File: config.mk
export PLATFORM = sky130hd
export DESIGN_NAME = pipe_skid_reg
export DESIGN_NICKNAME = d
export VERILOG_FILES = /design/src/rtl/pipe_pkg.sv /design/src/rtl/sat_counter.sv /design/src/rtl/pipe_skid_reg.sv
export SDC_FILE = /design/constraint.sdc
export NUM_CORES = 1
export LEC_CHECK = 0
export BUFFER_PORTS_ARGS = -buffer_cell sky130_fd_sc_hd__buf_2
export CORE_ASPECT_RATIO = 1.2
export CORE_MARGIN = 2
export CORE_UTILIZATION = 46
export CTS_CLUSTER_DIAMETER = 50
export CTS_CLUSTER_SIZE = 16
export DETAILED_ROUTE_END_ITERATION = 6
export MAX_ROUTING_LAYER = met4
export PLACE_DENSITY_LB_ADDON = 0.12
export SLEW_MARGIN = 20
export SYNTH_ARGS = -nofsm -noshare
export SYNTH_HDL_FRONTEND = slang
export SYNTH_SLANG_ARGS = --single-unit
File: constraint.sdc
create_clock -name clk -period 1.2 [get_ports clk]
set_input_delay 0.24 -clock clk [delete_from_list [all_inputs] [get_ports clk]]
set_output_delay 0.24 -clock clk [all_outputs]
set_load 0.02 [all_outputs]
File: src/rtl/pipe_pkg.sv
// Shared types and constants for the pipeline skid register and its counters.
`default_nettype none

package pipe_pkg;

   typedef enum logic [1:0] {
      EMPTY = 2'd0,
      ONE   = 2'd1,
      TWO   = 2'd2
   } state_t;

   localparam int CNT_W = 32;

   // Saturation point for the performance counters.
   localparam logic [CNT_W-1:0] CNT_SAT = {CNT_W{1'b1}};

endpackage

`default_nettype wire

File: src/rtl/sat_counter.sv
// 32-bit saturating event counter with synchronous active-high reset.
`default_nettype none

module sat_counter
   import pipe_pkg::*;
(
   input  logic             clk,
   input  logic             rst,
   input  logic             inc,
   output logic [CNT_W-1:0] count
);

   always_ff @(posedge clk) begin
      if (rst) begin
         count <= '0;
      end else if (inc && (count != CNT_SAT)) begin
         count <= count + 1'b1;
      end
   end

endmodule

`default_nettype wire

File: src/rtl/pipe_skid_reg.sv
// Two-entry pipeline register with skid buffer, flush, and optional perf counters.
// Define PIPE_SKID_PERF_EN to build the stall/flush counters; otherwise they read 0.
`default_nettype none

module pipe_skid_reg
   import pipe_pkg::*;
#(
   parameter int                 DATA_W     = 64,
   parameter logic [DATA_W-1:0]  FLUSH_DATA = '0
) (
   input  logic              clk,
   input  logic              rst,
   input  logic              flush,
   input  logic              in_valid,
   input  logic [DATA_W-1:0] in_data,
   output logic              in_ready,
   output logic              out_valid,
   output logic [DATA_W-1:0] out_data,
   input  logic              out_ready,
   output logic [CNT_W-1:0]  stall_cnt,
   output logic [CNT_W-1:0]  flush_cnt
);

   state_t            state, state_nxt;
   logic [DATA_W-1:0] main_q, main_nxt;
   logic [DATA_W-1:0] skid_q, skid_nxt;
   logic              in_fire, out_fire;

   assign out_valid = (state != EMPTY);
   assign in_ready  = (state != TWO);
   assign out_data  = main_q;
   assign in_fire   = in_valid & in_ready;
   assign out_fire  = out_valid & out_ready;

   always_comb begin
      state_nxt = state;
      main_nxt  = main_q;
      skid_nxt  = skid_q;
      case (state)
         EMPTY: begin
            if (in_fire) begin
               state_nxt = ONE;
               main_nxt  = in_data;
            end
         end
         ONE: begin
            if (in_fire && out_fire) begin
               main_nxt = in_data;
            end else if (in_fire) begin
               state_nxt = TWO;
               skid_nxt  = in_data;
            end else if (out_fire) begin
               state_nxt = EMPTY;
            end
         end
         TWO: begin
            if (out_fire) begin
               state_nxt = ONE;
               main_nxt  = skid_q;
            end
         end
         default: begin
            state_nxt = EMPTY;
         end
      endcase
      // Squash overrides any transfer computed above.
      if (flush) begin
         state_nxt = EMPTY;
         main_nxt  = FLUSH_DATA;
         skid_nxt  = FLUSH_DATA;
      end
   end

   always_ff @(posedge clk) begin
      if (rst) begin
         state  <= EMPTY;
         main_q <= FLUSH_DATA;
         skid_q <= FLUSH_DATA;
      end else begin
         state  <= state_nxt;
         main_q <= main_nxt;
         skid_q <= skid_nxt;
      end
   end

`ifdef PIPE_SKID_PERF_EN
   sat_counter u_stall_cnt (
      .clk   (clk),
      .rst   (rst),
      .inc   (out_valid & ~out_ready),
      .count (stall_cnt)
   );

   sat_counter u_flush_cnt (
      .clk   (clk),
      .rst   (rst),
      .inc   (flush),
      .count (flush_cnt)
   );
`else
   assign stall_cnt = '0;
   assign flush_cnt = '0;
`endif

endmodule

`default_nettype wire
Word-level counts from Yosys, hierarchy flattened
Cells that the tools add are included.
- register bits after elaboration: 130
- input bits: 69
- output and inout port bits: 130
- word-level logic and storage cells: 32
- bitwise operators: 3
- reductions and logical operators: 8
- mux-type cells: 10
- eq/ne operators: 8
- operators by type and width (kind ; number):
    64-bit 2-to-1 mux ; 3
    64-bit case mux with 3 select lines ; 1
    2-bit 2-to-1 mux ; 5
    2-bit inequality test (second input constant) ; 5
    4-bit AND reduction ; 2
    2-bit case mux with 3 select lines ; 1
    3-bit inequality test (second input constant) ; 1
    3-bit AND reduction ; 1
    3-bit nonzero test ; 1
    1-bit bitwise AND ; 2
    2-bit by 1-bit equality test with 1-bit output (second input constant) ; 1
    2-bit equality test (second input constant) ; 1
    2-bit zero test ; 1
    2-bit nonzero test ; 1
    2-bit OR reduction ; 1
    1-bit logical AND ; 1
    1-bit NOT ; 1

Depth between registers and ports, before layout
- depth in word-level cells: 6
- gate-level depth with buffers: 6
- depth with buffers taken out: 3

Worst setup path after synthesis
OpenSTA, ideal clock, no wires.
- path type: register -> register
- start: reg state[0]
- end: reg main_q[0], in the netlist out_data[0]
- clock period less this slack: 1.319 ns
- setup slack: -0.119 ns
- arrival time: 1.233 ns
- path buffers: 2
- data required time: 1.114 ns
- cell stages (with the launch flop): 6
- setup time: 0.086 ns
- cells stage by stage: dfxtp_1 -> and3b_1 -> a21o_1 -> buf_2 -> buf_1 -> a211oi_1
- longest elaborated chain between the ends: 5
- elaborated cells on any way between the ends: 14
- classes of those cells: eq/ne: 6; mux: 1; bitwise: 2; reduce/logical: 5
- ends and longest elaborated chain (what ; RTL line ; RTL):
    from (decl) ; pipe_skid_reg.sv:24 ; state_t state, state_nxt;
    from (signal assigned) ; pipe_skid_reg.sv:80 ; state <= state_nxt;
    2-bit inequality test or 2-bit nonzero test (tied branches) ; pipe_skid_reg.sv:30, pipe_skid_reg.sv:29 ;
    1-bit bitwise AND, on equally long branches ; pipe_skid_reg.sv:32, pipe_skid_reg.sv:33 ;
    1-bit logical AND ; pipe_skid_reg.sv:47 ; if (in_fire && out_fire) begin
    2-bit inequality test (no line) ; n/a ;
    4-bit AND reduction (no line) ; n/a ;
    to (signal assigned) ; pipe_skid_reg.sv:81 ; main_q <= main_nxt;
    to (decl) ; pipe_skid_reg.sv:25 ; logic [DATA_W-1:0] main_q, main_nxt;
Parallel ways exist; a longest one is shown, timed or not.
A chain may end at the register's enable or synchronous reset.

Worst setup path in the final report
- start: reg state[0]
- end: out in_ready
- longest elaborated chain between the ends: 1
- ends and longest elaborated chain (what ; RTL line ; RTL):
    2-bit inequality test ; pipe_skid_reg.sv:30 ; assign in_ready = (state != TWO);
    to (decl) ; pipe_skid_reg.sv:16 ; output logic in_ready,
No other way between the ends.

==> flow_metrics.env <==
export IMPL_crit_path_cell_trace="buf_12 > nand2b_4 > buf_12 > buf_8"
export IMPL_io_pins=199
export IMPL_h_tree_depth=4
export IMPL_syn_avg_cell_area_um2=8.97
export IMPL_fin_ws_ps=-338
export IMPL_grt_overflow=0
export IMPL_cpMostUsedCell="buf_12"
export IMPL_synthCells=661
export IMPL_fin_tns_setup_ps=-33160
export IMPL_synthTopCellsByArea="dfxtp_1 44%, a211oi_1 16%, mux2i_1 11%"
export IMPL_yosys_mux_area_fraction=0.108
export IMPL_drt_wirelength_per_cell_um=17.8
export IMPL_leakage_nw=3.87
export IMPL_port_buffers=134
export IMPL_status="finished with violations"
export IMPL_hold_class="input port to register"
export IMPL_dr_pass1_iters=4
export IMPL_r2r_end="skid_q[19]"
export IMPL_skew_ps=4.69
export IMPL_final_cells=989
export IMPL_yosys_area_top_type="dfxtp_1"
export IMPL_filler_cell_count=983
export IMPL_path_class="register to output port"
export IMPL_vias_per_cell=5.36
export IMPL_clock_fmax_mhz=650
export IMPL_areaGrowthSynthToFinish_pct=44.3
export IMPL_drc=0
export IMPL_postCtsHoldBufs=0
export IMPL_cts_tree="yes"
export IMPL_hpwl_mm=9.58
export IMPL_synth_cell_types=24
export IMPL_ys_seq_elements=130
export IMPL_peakVddDrop_v=0.000935
export IMPL_drtIter0Drc=241
export IMPL_cts_buffers=17
export IMPL_grt_start_max_net_pins=65
export IMPL_violations="negative setup slack"
export IMPL_chipWidth_um=108
export IMPL_ff2ff_path_depth=8
export IMPL_regToRegSetupSlack_ps=-320
export IMPL_grt_use_total=0.243
export IMPL_clock_sinks=130
export IMPL_power_density_nw_per_um2=1340
export IMPL_yosysMostFrequentCell="dfxtp_1"
export IMPL_synth_compound_area_frac=0.222
export IMPL_grt_pass1_vias=5007
export IMPL_crit_required_ps=960
export IMPL_initial_utilization=0.470
export IMPL_cts_root_buffer="clkbuf_16"
export IMPL_path_buf_inv=3
export IMPL_slowest_stage="dfxtp_2"
export IMPL_synth_top_family_by_area="compound AO/OA/AOI/OAI gates"
export IMPL_antenna_found_initial=0
export IMPL_cp_start_kind="register"
export IMPL_maxCapViolations=0
export IMPL_routabilityCongestion=0.790
export IMPL_setup_violations_final=132
export IMPL_synth_edff_count=0
export IMPL_cp_max_fo=4
export IMPL_synthAdderAreaFrac=0
export IMPL_cts_buffer_depth=2
export IMPL_drt_antenna_violating_nets=0
export IMPL_synth_xor_area_frac=0
export IMPL_cp_endpoint="in_ready"
export IMPL_cp_end_kind="output port"
export IMPL_drv_slew=0
export IMPL_grt_pass1_wl_mm=25.3
export IMPL_synthSimpleGateAreaFrac=0.0951
export IMPL_async_reset_ff_frac=0
export IMPL_period_minus_slack_ps=1540
export IMPL_r2r_start="state[0]"
export IMPL_synth_main_ff_cell="dfxtp_1"
export IMPL_crit_path_start="state[0]"
export IMPL_drt_total_wl_mm=17.6
export IMPL_die_height_um=128
export IMPL_num_rows=45
export IMPL_nets=881
export IMPL_cp_depth=4
export IMPL_yosys_warnings=0
export IMPL_rsz0062_at_grt="true"
export IMPL_period_share=1.28
export IMPL_num_vias=5303
export IMPL_slowest_delay_ps=340
export IMPL_clkLatencyLatePin_ps=410
export IMPL_synth_top_area_frac=0.439
export IMPL_crit_family="buffers and inverters"
export IMPL_clk_pin_slew_ps=60
export IMPL_dpl_cell_count=924
export IMPL_num_antenna_cells=0
export IMPL_netlist_area_um2=5930
export IMPL_place_ws_ps=-217
export IMPL_hold_viol=0
export IMPL_coreArea_um2=12600
export IMPL_dieArea_um2=13800
export IMPL_layout_drive_gt1_share=0.418
export IMPL_ys_seq_area_frac=0.439
export IMPL_worstPathArrival_ps=1300
export IMPL_synth_common_cells="130 x dfxtp_1, 129 x nand2_1, 128 x a211oi_1"
## area by class of cell
cell class | instances | area (um2) | area share
Tap cell | 164 | 205 | 0.0240
Timing Repair Buffer | 198 | 1800 | 0.211
Sequential cell | 130 | 2620 | 0.306
Multi-Input combinational cell | 465 | 3320 | 0.387
Clock inverter | 10 | 158 | 0.0184
Clock buffer | 22 | 454 | 0.0531
## layer usage
metal  vias to the layer above  track usage  part of all wire
li1                       2530            -                 -
met1                      2559        0.286              0.41
met2                       181        0.407              0.52
met3                        33       0.0588             0.054
met4                         0       0.0822             0.021
met5                         -            -                 0
## sequential cells by signal (all words and copies together), names as in the netlist
name	cells
state	2
out_data	64
skid_q	64
## worst min path at each step
stage | from | end | slack (ps) | cells after the start
5_1_grt | in_data[39] | skid_q[39] | 70 | 3
3_3_place_gp | skid_q[26] | skid_q[26] | 440 | 2
4_1_cts | in_data[39] | skid_q[39] | 60 | 3
6_report | in_data[39] | skid_q[39] | 70 | 3
2_1_floorplan | in_data[0] | skid_q[0] | 380 | 2
3_5_place_dp | skid_q[39] | skid_q[39] | 450 | 2
## timing repair
| item | in CTS | in global routing |
|---|---|---|
| setup buffers | 14 | 8 |
| pin swaps | 35 | 68 |
| endpoints found under the hold margin | 0 | 0 |
| setup endpoints to repair | 132 | 163 |
| resized for setup | 99 | 125 |
| gates cloned | 11 | 8 |
## tightest hold or removal path, stage by stage
cell	delay [ps]
buf_2	100
nand2_1	50
a21oi_1	50
## cell families (layout without fill, tap and decap cells)
family / count (synthesis) / count (layout)
buf+inv: 129 / 230
simple gates: 140 / 140
flops: 130 / 130
compound gates: 197 / 197
mux: 64 / 64
other cells: 1 / 64
## cells in the final DEF (no fill, tap or decap), types with 2 or more instances in the layout
cell	instances
a211oi_1	94
a211oi_2	33
a21oi_1	33
a21oi_2	32
buf_12	21
buf_16	5
buf_2	98
buf_4	48
buf_6	15
buf_8	5
bufinv_16	4
clkbuf_1	4
clkbuf_16	23
clkinv_2	3
clkinvlp_4	3
conb_1	64
dfxtp_1	117
dfxtp_2	12
mux2i_1	59
mux2i_2	5
nand2_1	103
nand2_2	4
nand2_4	22
or2_4	2
## stage by stage
stage	power [mW]	hold slack (ps)	cell area, um2	util
2_1_floorplan	5.53	376	6210	-
3_3_place_gp	5.80	441	6700	0.532
3_5_place_dp	5.82	446	6700	0.532
4_1_cts	11.3	59.7	8100	0.642
5_1_grt	11.8	69.3	8560	0.678
6_report	11.5	71.3	8560	0.678
## where the power goes
group          switching [mW]  internal, mW
clock network            1.86          3.52
logic                   0.950         0.645
registers              0.0755          4.44
total                    2.88          8.60
Power figures use the tool's default switching activity.
